File: src/rtl/mem_ctrl_if.sv
// rtl/mem_ctrl_if.sv - core-side and RAM-side signal bundle for mem_ctrl
interface mem_ctrl_if;
  logic        if_enable_i;
  logic [31:0] if_addr_i;
  logic        if_finished_o;
  logic [31:0] if_data_o;
  logic        mem_enable_i;
  logic [31:0] mem_addr_i;
  logic [2:0]  mem_data_len_i;
  logic [31:0] mem_data_i;
  logic        mem_rw_sel_i;
  logic        mem_finished_o;
  logic [31:0] mem_data_o;
  logic        if_busy_o;
  logic        mem_busy_o;
  logic [7:0]  ram_din_i;
  logic [7:0]  ram_dout_o;
  logic [31:0] ram_a_o;
  logic        ram_wr_o;
  logic        io_buffer_full_i;

  modport master (
    output if_enable_i, if_addr_i, mem_enable_i, mem_addr_i, mem_data_len_i,
           mem_data_i, mem_rw_sel_i, ram_din_i, io_buffer_full_i,
    input  if_finished_o, if_data_o, mem_finished_o, mem_data_o, if_busy_o,
           mem_busy_o, ram_dout_o, ram_a_o, ram_wr_o
  );

  modport slave (
    input  if_enable_i, if_addr_i, mem_enable_i, mem_addr_i, mem_data_len_i,
           mem_data_i, mem_rw_sel_i, ram_din_i, io_buffer_full_i,
    output if_finished_o, if_data_o, mem_finished_o, mem_data_o, if_busy_o,
           mem_busy_o, ram_dout_o, ram_a_o, ram_wr_o
  );
endinterface

File: src/rtl/mem_ctrl.sv
// rtl/mem_ctrl.sv - byte-serial IF/MEM memory controller for the 8-bit RAM/IO bus
module mem_ctrl #(
  parameter logic [1:0] IO_ADDR_HI = 2'b11
) (
  input logic       clk,
  input logic       rst,
  input logic       rdy,
  mem_ctrl_if.slave bus
);

  localparam logic [1:0] ST_IDLE = 2'd0;
  localparam logic [1:0] ST_RD   = 2'd1;
  localparam logic [1:0] ST_WR   = 2'd2;
  localparam logic [1:0] ST_DONE = 2'd3;

  logic [1:0]  state_q, state_d;
  logic [2:0]  s_q, s_d;
  logic [2:0]  len_q, len_d;
  logic [31:0] base_q, base_d;
  logic [31:0] wdata_q, wdata_d;
  logic        serve_mem_q, serve_mem_d;
  logic [31:0] rbuf_q, rbuf_d;
  logic [31:0] if_data_q, if_data_d;
  logic [31:0] mem_data_q, mem_data_d;
  logic        if_fin_q, if_fin_d;
  logic        mem_fin_q, mem_fin_d;
  logic        if_busy_q, if_busy_d;
  logic        mem_busy_q, mem_busy_d;
  logic [31:0] ram_a_q, ram_a_d;
  logic [7:0]  ram_dout_q, ram_dout_d;
  logic        ram_wr_q, ram_wr_d;

  logic [2:0]  mem_len;
  logic        mem_go;
  logic        io_stall_req;
  logic        io_stall_cur;
  logic [1:0]  rd_idx;
  logic [1:0]  last_idx;
  logic [31:0] rd_final;

  assign mem_len      = (bus.mem_data_len_i > 3'd4) ? 3'd4 : bus.mem_data_len_i;
  assign mem_go       = bus.mem_enable_i && (mem_len != 3'd0);
  assign io_stall_req = bus.mem_rw_sel_i && (bus.mem_addr_i[17:16] == IO_ADDR_HI) && bus.io_buffer_full_i;
  assign io_stall_cur = (base_q[17:16] == IO_ADDR_HI) && bus.io_buffer_full_i;
  // RAM is one cycle behind the address: byte s-2 arrives at step s, the last one at step len+1.
  assign rd_idx   = s_q[1:0] - 2'd2;
  assign last_idx = len_q[1:0] - 2'd1;

  always_comb begin
    rd_final = rbuf_q;
    rd_final[{last_idx, 3'b000} +: 8] = bus.ram_din_i;
  end

  always_comb begin
    state_d     = state_q;
    s_d         = s_q;
    len_d       = len_q;
    base_d      = base_q;
    wdata_d     = wdata_q;
    serve_mem_d = serve_mem_q;
    rbuf_d      = rbuf_q;
    if_data_d   = if_data_q;
    mem_data_d  = mem_data_q;
    if_fin_d    = 1'b0;
    mem_fin_d   = 1'b0;
    if_busy_d   = if_busy_q;
    mem_busy_d  = mem_busy_q;
    ram_a_d     = ram_a_q;
    ram_dout_d  = ram_dout_q;
    ram_wr_d    = ram_wr_q;
    case (state_q)
      ST_IDLE: begin
        if (mem_go) begin
          serve_mem_d = 1'b1;
          base_d      = bus.mem_addr_i;
          len_d       = mem_len;
          wdata_d     = bus.mem_data_i;
          rbuf_d      = 32'd0;
          if_busy_d   = 1'b1;
          ram_a_d     = bus.mem_addr_i;
          if (bus.mem_rw_sel_i) begin
            state_d = ST_WR;
            // A full IO FIFO defers byte 0 into WR with s = 0.
            if (io_stall_req) begin
              s_d      = 3'd0;
              ram_wr_d = 1'b0;
            end else begin
              s_d        = 3'd1;
              ram_wr_d   = 1'b1;
              ram_dout_d = bus.mem_data_i[7:0];
            end
          end else begin
            state_d  = ST_RD;
            s_d      = 3'd1;
            ram_wr_d = 1'b0;
          end
        end else if (bus.if_enable_i) begin
          serve_mem_d = 1'b0;
          base_d      = bus.if_addr_i;
          len_d       = 3'd4;
          rbuf_d      = 32'd0;
          mem_busy_d  = 1'b1;
          ram_a_d     = bus.if_addr_i;
          ram_wr_d    = 1'b0;
          s_d         = 3'd1;
          state_d     = ST_RD;
        end
      end
      ST_RD: begin
        if (s_q == len_q + 3'd1) begin
          if (serve_mem_q) begin
            mem_data_d = rd_final;
            mem_fin_d  = 1'b1;
          end else begin
            if_data_d = rd_final;
            if_fin_d  = 1'b1;
          end
          ram_a_d = 32'd0;
          state_d = ST_DONE;
        end else begin
          if (s_q < len_q) ram_a_d = base_q + {29'd0, s_q};
          if (s_q >= 3'd2) rbuf_d[{rd_idx, 3'b000} +: 8] = bus.ram_din_i;
          s_d = s_q + 3'd1;
        end
      end
      ST_WR: begin
        if (s_q == len_q) begin
          ram_wr_d  = 1'b0;
          mem_fin_d = 1'b1;
          ram_a_d   = 32'd0;
          state_d   = ST_DONE;
        end else if (io_stall_cur) begin
          ram_wr_d = 1'b0;
        end else begin
          ram_a_d    = base_q + {29'd0, s_q};
          ram_dout_d = wdata_q[{s_q[1:0], 3'b000} +: 8];
          ram_wr_d   = 1'b1;
          s_d        = s_q + 3'd1;
        end
      end
      ST_DONE: begin
        if_busy_d  = 1'b0;
        mem_busy_d = 1'b0;
        state_d    = ST_IDLE;
      end
      default: state_d = ST_IDLE;
    endcase
  end

  always_ff @(posedge clk) begin
    if (rst) begin
      state_q     <= ST_IDLE;
      s_q         <= 3'd0;
      len_q       <= 3'd0;
      base_q      <= 32'd0;
      wdata_q     <= 32'd0;
      serve_mem_q <= 1'b0;
      rbuf_q      <= 32'd0;
      if_data_q   <= 32'd0;
      mem_data_q  <= 32'd0;
      if_fin_q    <= 1'b0;
      mem_fin_q   <= 1'b0;
      if_busy_q   <= 1'b0;
      mem_busy_q  <= 1'b0;
      ram_a_q     <= 32'd0;
      ram_dout_q  <= 8'd0;
      ram_wr_q    <= 1'b0;
    end else if (rdy) begin
      state_q     <= state_d;
      s_q         <= s_d;
      len_q       <= len_d;
      base_q      <= base_d;
      wdata_q     <= wdata_d;
      serve_mem_q <= serve_mem_d;
      rbuf_q      <= rbuf_d;
      if_data_q   <= if_data_d;
      mem_data_q  <= mem_data_d;
      if_fin_q    <= if_fin_d;
      mem_fin_q   <= mem_fin_d;
      if_busy_q   <= if_busy_d;
      mem_busy_q  <= mem_busy_d;
      ram_a_q     <= ram_a_d;
      ram_dout_q  <= ram_dout_d;
      ram_wr_q    <= ram_wr_d;
    end
  end

  assign bus.if_finished_o  = if_fin_q;
  assign bus.if_data_o      = if_data_q;
  assign bus.mem_finished_o = mem_fin_q;
  assign bus.mem_data_o     = mem_data_q;
  assign bus.if_busy_o      = if_busy_q;
  assign bus.mem_busy_o     = mem_busy_q;
  assign bus.ram_a_o        = ram_a_q;
  assign bus.ram_dout_o     = ram_dout_q;
  assign bus.ram_wr_o       = ram_wr_q & rdy;

endmodule

File: src/flat_wrapper.sv
// flat-port wrapper written by rule: the top's interface ports become plain ports
module mem_ctrl_flat 
#(
  parameter logic [1:0] IO_ADDR_HI = 2'b11
)
  (clk, rst, rdy, bus_if_enable_i, bus_if_addr_i, bus_mem_enable_i, bus_mem_addr_i, bus_mem_data_len_i, bus_mem_data_i, bus_mem_rw_sel_i, bus_ram_din_i, bus_io_buffer_full_i, bus_if_finished_o, bus_if_data_o, bus_mem_finished_o, bus_mem_data_o, bus_if_busy_o, bus_mem_busy_o, bus_ram_dout_o, bus_ram_a_o, bus_ram_wr_o);
  mem_ctrl_if bus_i ();
  input logic clk;
  input logic rst;
  input logic rdy;
  input wire logic [$bits(bus_i.if_enable_i)-1:0] bus_if_enable_i;
  input wire logic [$bits(bus_i.if_addr_i)-1:0] bus_if_addr_i;
  input wire logic [$bits(bus_i.mem_enable_i)-1:0] bus_mem_enable_i;
  input wire logic [$bits(bus_i.mem_addr_i)-1:0] bus_mem_addr_i;
  input wire logic [$bits(bus_i.mem_data_len_i)-1:0] bus_mem_data_len_i;
  input wire logic [$bits(bus_i.mem_data_i)-1:0] bus_mem_data_i;
  input wire logic [$bits(bus_i.mem_rw_sel_i)-1:0] bus_mem_rw_sel_i;
  input wire logic [$bits(bus_i.ram_din_i)-1:0] bus_ram_din_i;
  input wire logic [$bits(bus_i.io_buffer_full_i)-1:0] bus_io_buffer_full_i;
  output wire logic [$bits(bus_i.if_finished_o)-1:0] bus_if_finished_o;
  output wire logic [$bits(bus_i.if_data_o)-1:0] bus_if_data_o;
  output wire logic [$bits(bus_i.mem_finished_o)-1:0] bus_mem_finished_o;
  output wire logic [$bits(bus_i.mem_data_o)-1:0] bus_mem_data_o;
  output wire logic [$bits(bus_i.if_busy_o)-1:0] bus_if_busy_o;
  output wire logic [$bits(bus_i.mem_busy_o)-1:0] bus_mem_busy_o;
  output wire logic [$bits(bus_i.ram_dout_o)-1:0] bus_ram_dout_o;
  output wire logic [$bits(bus_i.ram_a_o)-1:0] bus_ram_a_o;
  output wire logic [$bits(bus_i.ram_wr_o)-1:0] bus_ram_wr_o;
  assign bus_i.if_enable_i = bus_if_enable_i;
  assign bus_i.if_addr_i = bus_if_addr_i;
  assign bus_i.mem_enable_i = bus_mem_enable_i;
  assign bus_i.mem_addr_i = bus_mem_addr_i;
  assign bus_i.mem_data_len_i = bus_mem_data_len_i;
  assign bus_i.mem_data_i = bus_mem_data_i;
  assign bus_i.mem_rw_sel_i = bus_mem_rw_sel_i;
  assign bus_i.ram_din_i = bus_ram_din_i;
  assign bus_i.io_buffer_full_i = bus_io_buffer_full_i;
  assign bus_if_finished_o = bus_i.if_finished_o;
  assign bus_if_data_o = bus_i.if_data_o;
  assign bus_mem_finished_o = bus_i.mem_finished_o;
  assign bus_mem_data_o = bus_i.mem_data_o;
  assign bus_if_busy_o = bus_i.if_busy_o;
  assign bus_mem_busy_o = bus_i.mem_busy_o;
  assign bus_ram_dout_o = bus_i.ram_dout_o;
  assign bus_ram_a_o = bus_i.ram_a_o;
  assign bus_ram_wr_o = bus_i.ram_wr_o;
  mem_ctrl #(.IO_ADDR_HI(IO_ADDR_HI)) u_core (.clk(clk), .rst(rst), .rdy(rdy), .bus(bus_i));
endmodule
File: config.mk
export PLATFORM = sky130hd
export DESIGN_NAME = mem_ctrl_flat
export DESIGN_NICKNAME = d
export VERILOG_FILES = /design/src/rtl/mem_ctrl_if.sv /design/src/rtl/mem_ctrl.sv /design/src/flat_wrapper.sv
export SDC_FILE = /design/constraint.sdc
export NUM_CORES = 1
export LEC_CHECK = 0
export ABC_CLOCK_PERIOD_IN_PS = 3000
export BUFFER_PORTS_ARGS = -buffer_cell sky130_fd_sc_hd__buf_2
export CAP_MARGIN = 20
export CORE_MARGIN = 3
export CORE_UTILIZATION = 45
export DETAILED_ROUTE_END_ITERATION = 8
export GPL_TIMING_DRIVEN = 0
export PLACE_DENSITY_LB_ADDON = 0.15
export SLEW_MARGIN = 20
export SYNTH_ARGS = -nofsm -noshare
export SYNTH_HDL_FRONTEND = slang
export SYNTH_SLANG_ARGS = --single-unit
File: constraint.sdc
create_clock -name clk -period 3 [get_ports clk]
set_clock_uncertainty 0.2 [all_clocks]
set_input_delay 0.6 -clock clk [delete_from_list [all_inputs] [get_ports clk]]
set_output_delay 0.6 -clock clk [all_outputs]
set_load 0.03 [all_outputs]
Yosys cells after proc, flatten, opt, wreduce, memory -nomap -nowiden
Index checks and enable logic that the tools add are counted. W data, S select, Z words.

Muxes and demuxes: 57. Shifts and indexed selects: 5. Equality and inequality tests: 21. Magnitude comparators: 3. Reductions and logical operators: 23. Add/subtract/negate cells: 7. Bitwise operators: 2.

Operators by type and width (count): $mux W32 (10); $pmux W32 S3 (1); $bwmux W32 (2); $pmux W32 S2 (1); $shift A8 B7 Y32 const A (2); $shiftx A8 B7 Y32 (2); $mux W8 (5); $add A32 B3 Y32 (1); $shiftx A32 B6 Y8 (1); $mux W3 (8); $mux W1 (18); $pmux W8 S2 (1); $reduce_and A4 Y1 (4); $ne A2 B2 Y1 const B (7); $neg A5 Y7 (2); $reduce_and A3 Y1 (4); $mux W2 (5); $reduce_and A5 Y1 (2); $pmux W3 S3 (1); $eq A2 B2 Y1 const B (4); $ne A2 B1 Y1 const B (4); $pmux W1 S2 (4); $pmux W2 S4 (1); $reduce_bool A2 Y1 (4); other kinds (18) (24).

Input bits: 114. Register bits: 214. Output and inout port bits: 109. Word-level logic and storage cells: 134.

Logic depth before layout (Yosys ltp)
Depth in word-level cells: 7. Gate-level depth with buffers: 10. Mapped depth without buffers: 7.

Least setup slack after synthesis
No wires, ideal clock.

Path kind: reg2reg. Start: register u_core.s_q[0]. End: register u_core.ram_dout_q[6], in the netlist u_core.bus.ram_dout_o[6]. Period minus slack after synthesis: 2.695 ns. Arrival time: 2.410 ns. Library setup time: 0.086 ns. Stages on the path, launching flop included: 10. Data required time: 2.714 ns. Setup slack: 0.305 ns. Path buffers: 2. Path through: dfxtp_1 -> buf_4 -> inv_1 -> ha_1 -> nand3_1 -> a21boi_0 -> nor3_1 -> clkbuf_1 -> nor2_1 -> a211oi_1.

Longest elaborated chain between the ends: 4. Elaborated cells on any way between the ends: 7. Classes of those cells: 2 x eq/ne; 1 x shift; 3 x mux; 1 x reduce/logical.

Ends and longest elaborated chain: start: declaration (RTL line mem_ctrl.sv:17) `logic [2:0] s_q, s_d;`; start signal: assignment (RTL line mem_ctrl.sv:153) `s_q <= 3'd0;`; start signal: assignment (RTL line mem_ctrl.sv:170) `s_q <= s_d;`; $shiftx A32 B6 Y8 (RTL line mem_ctrl.sv:136) `ram_dout_d = wdata_q[{s_q[1:0], 3'b000} +: 8];`; $mux W8 (RTL line mem_ctrl.sv:132) `end else if (io_stall_cur) begin`; $mux W8 (RTL line mem_ctrl.sv:127) `if (s_q == len_q) begin`; $pmux W8 S2 (RTL line mem_ctrl.sv:71) `case (state_q)`; end signal: assignment (RTL line mem_ctrl.sv:183) `ram_dout_q <= ram_dout_d;`; end: declaration (RTL line mem_ctrl.sv:30) `logic [7:0] ram_dout_q, ram_dout_d;`.

Parallel ways exist; a longest one is shown, timed or not. The select of a mux whose other input is x is not followed. A chain may end at the register's enable or synchronous reset.

Worst setup path after layout
Start: register u_core.s_q[0]. End: register u_core.ram_a_q[26], in the netlist u_core.bus.ram_a_o[26].

Longest elaborated chain between the ends: 4. Elaborated cells on any way between the ends: 12. Classes of those cells: 1 x add/sub; 1 x order compare; 4 x eq/ne; 5 x mux; 1 x reduce/logical.

Ends and longest elaborated chain: $add A32 B3 Y32 (RTL line mem_ctrl.sv:121, mem_ctrl.sv:135); $mux W32, on equally long branches (RTL line mem_ctrl.sv:132, mem_ctrl.sv:121); $mux W32, on equally long branches (RTL line mem_ctrl.sv:127, mem_ctrl.sv:110); $pmux W32 S3 (RTL line mem_ctrl.sv:71); end signal: assignment (RTL line mem_ctrl.sv:182) `ram_a_q <= ram_a_d;`; end: declaration (RTL line mem_ctrl.sv:29) `logic [31:0] ram_a_q, ram_a_d;`.

Parallel ways exist; a longest one is shown, timed or not. The select of a mux whose other input is x is not followed.

==> results.cfg <==
[power_and_ir_drop]
power.leakage_nw = 5.22
ir_drop_mv = 0.339
p_clk_frac = 0.384
p_seq_frac = 0.424
p_sw_mw = 2.23
p_comb_frac = 0.193
p_int_mw = 5.18
swShare = 0.301
power_density_nw_per_um2 = 569

[outcome]
outcome = finished clean

[final_layout]
drive_above_1_share = 0.243
syn_to_final_growth_pct = 22.3
diodes = 0
nNetsFinal = 1665
final_util = 0.567
fillerInstances = 2229
final_cell_area_sq_um = 13000

[sta]
finalSetupTns_ps = 0
post-route-min-period_ps = 2880
hold_viol_final = 0
finalSetupViolCount = 0
period_share = 0.959
rsz0062_at_grt = true
worst_slew_pin_slew_ps = 946
timing.fmax_mhz = 347
maxSlewViolCount = 0
relSlewSlack = 0.368
hold_slack_ps = 115

[floorplanning]
start_util = 0.464
die_h_microns = 160
row_count = 55
design.core.area_sq_um = 23000
die-area_sq_um = 25600
boundaryPins = 223
die_x_microns = 160

[critical_path]
critPathArrivalTime_ps = 3050
cp_slowest_cell = dfxtp_4
end_kind = flip-flop
worstPathRequired_ps = 3170
critPathMostFrequentCell = buf_6
slowest_delay_ps = 440
critical_path_class = reg2reg
critical-path-top-delay-family = simple AND/OR/NAND/NOR gates
critical_path_buf_inv_count = 4
worstPathCellList = buf_6, inv_1, ha_2, and3_1, nor3b_2, or3_1, buf_2, nor2_8, buf_6, a311oi_2
critPathMaxFanout = 10
start_kind = flip-flop
regToRegSetupSlack_ps = 120

[clock_tree]
clockBufferDepth = 3
cts.clk_slew.worst_paths_ps = 70
cts_tree = yes
htreeDepth = 1
root_buffer = clkbuf_16
cts_inserted_buffers = 24
clock_latency_ps = 520
clkSinkCount = 214

[synth]
ys_seq_area_frac = 0.402
ys_top_cells_by_count = nand2_1 (228), dfxtp_1 (214), a21oi_1 (110), nor2_1 (96), o21ai_0 (73)
synth_top_area_share = 0.402
syn_area_per_cell_sq_um = 8.32
syn_nets = 1418
async_flop_share = 0
syn_inst = 1282
synth_top_flop_cell = dfxtp_1
ys_warn_count = 0
synth_seq_cells = 214
post-synth-top-count-cell = nand2_1
synth_edf_count = 0
ys_top_cells_by_area = dfxtp_1 (40%), nand2_1 (8.0%), a21oi_1 (5.2%)
synth_area_sq_um = 10700
yosysTopAreaCell = dfxtp_1
synth_cell_types = 79

[routing]
viasPerCell = 5.53
wl_microns = 33400
drtIter0Drc = 725
first_pass_iters = 5
num_vias = 10300
routedWlPerCell_microns = 18.0
drc = 0
ant_nets = 0

[global_route]
grt_pass1_vias = 9846
grt_max_degree = 13
grt_overflow_total = 0
antenna_found_initial = 1
grt_pass1_wl_microns = 53000
grt_use_total = 0.253

[placed_design]
dpl_cell_area_sq_um = 12200
place_hpwl_microns = 24800
numPortBuffers = 221
place_congestion = 0.937

[worst_hold_path]
hold_class = in2reg

[job]
drv_cap = 0
[path summary, 6_finish.rpt]
path | start | end | cells past startpoint
worst max-delay path | u_core.s_q[0]$_SDFFE_PP0P_ | u_core.bus.ram_a_o[26]$_SDFFE_PP0P_ | 10
worst min-delay path | bus_mem_data_i[21] | u_core.wdata_q[21]$_SDFFE_PP0P_ | 3
worst min register to register | u_core.bus.mem_data_o[23]$_SDFFE_PP0P_ | u_core.bus.mem_data_o[23]$_SDFFE_PP0P_ | 2
worst max register to register | u_core.s_q[0]$_SDFFE_PP0P_ | u_core.bus.ram_a_o[26]$_SDFFE_PP0P_ | 10
[sequential cells by signal, summed over array words and instances, names as in the netlist]
signal	cells
u_core.base_q	32
u_core.state_q	2
u_core.ram_wr_q	1
u_core.len_q	3
u_core.wdata_q	32
u_core.bus.ram_a_o	32
u_core.bus.if_busy_o	1
u_core.s_q	3
u_core.bus.mem_finished_o	1
u_core.bus.if_finished_o	1
u_core.bus.mem_busy_o	1
u_core.bus.mem_data_o	32
u_core.serve_mem_q	1
u_core.rbuf_q	32
u_core.bus.if_data_o	32
u_core.bus.ram_dout_o	8
[power groups by stage]
stage	logic (mW)	registers, mW	clock network [mW]
CTS	1.41	3.14	2.89
finish	1.43	3.14	2.85
global placement	1.38	3.20	0
global route	1.56	3.16	3.00
floorplan	0.812	3.31	0
detailed placement	1.39	3.20	0
[what timing repair did]
| action | 4_1_cts | 5_1_grt |
|---|---|---|
| buffers inserted | 2 | 2 |
| gates resized for setup | 19 | 14 |
| setup endpoints to repair | 140 | 148 |
| pin swaps | 2 | 1 |
| hold buffers | 0 | 0 |
| endpoints found under the hold margin | 0 | 0 |
[worst register-to-register path, delay by kind of cell (launching register included)]
kind | cells | cell delay [ps]
flip-flops | 1 | 440
AO/OA/AOI/OAI | 1 | 130
buffers and inverters | 4 | 770
AND/OR/NAND/NOR | 4 | 770
adder cells (fa/ha/maj) | 1 | 430
[metrics by stage]
step / power [mW] / cells / worst slack (ps)
after global routing: 7.72 / 1859 / -24.7
after detailed placement: 4.59 / 1816 / -614
after CTS: 7.44 / 1860 / 40.1
after floorplan: 4.13 / 1282 / 305
final: 7.42 / 1859 / 122
after global placement: 4.57 / 1816 / -566
[layout by cell type (no fill, tap or decap), types with 9 or more instances in the layout]
cell / netlist / routed
nand4_1: 13 / 13
clkbuf_16: 0 / 25
nor3_1: 14 / 11
inv_1: 32 / 32
clkbuf_1: 62 / 58
o211ai_1: 10 / 10
dfxtp_1: 214 / 212
a211oi_1: 56 / 56
a22o_1: 9 / 9
a21oi_1: 110 / 110
clkbuf_2: 1 / 11
nor2_1: 96 / 96
o2111ai_1: 17 / 17
o21ai_0: 73 / 73
nor4_1: 13 / 11
o21ai_1: 18 / 18
xnor2_1: 9 / 9
nand2_1: 228 / 228
a2bb2oi_1: 16 / 16
ha_1: 21 / 18
buf_2: 28 / 244
nand3_1: 27 / 27
or2_2: 13 / 13
mux2i_1: 42 / 42
nor2b_1: 25 / 25
[cell families after synthesis]
family / share of synthesized area
flops: 0.402
mux: 0.0563
fa+ha+maj: 0.0265
compound gates: 0.239
buf+inv: 0.0583
xor+xnor: 0.0154
simple gates: 0.203
[area by class of cell]
type / instances / area, sq um / area share
buffer: 101 / 508 / 0.0390
clock buffer: 37 / 731 / 0.0560
clock inverter: 6 / 32.5 / 0.00249
inverter: 33 / 124 / 0.00950
multi-input combinational: 930 / 5830 / 0.447
sequential: 214 / 4290 / 0.329
tap: 313 / 392 / 0.0300
timing repair buffer: 225 / 1140 / 0.0871
[routing by layer]
metal,up-vias,routed length [microns],part of all wire,GRT usage
met5,-,0,0,0
met4,0,942,0.028,0.0750
met3,55,1950,0.058,0.0342
met2,346,14900,0.45,0.406
met1,4806,15600,0.47,0.358
li1,5073,-,-,-
Power figures use the tool's default switching activity.
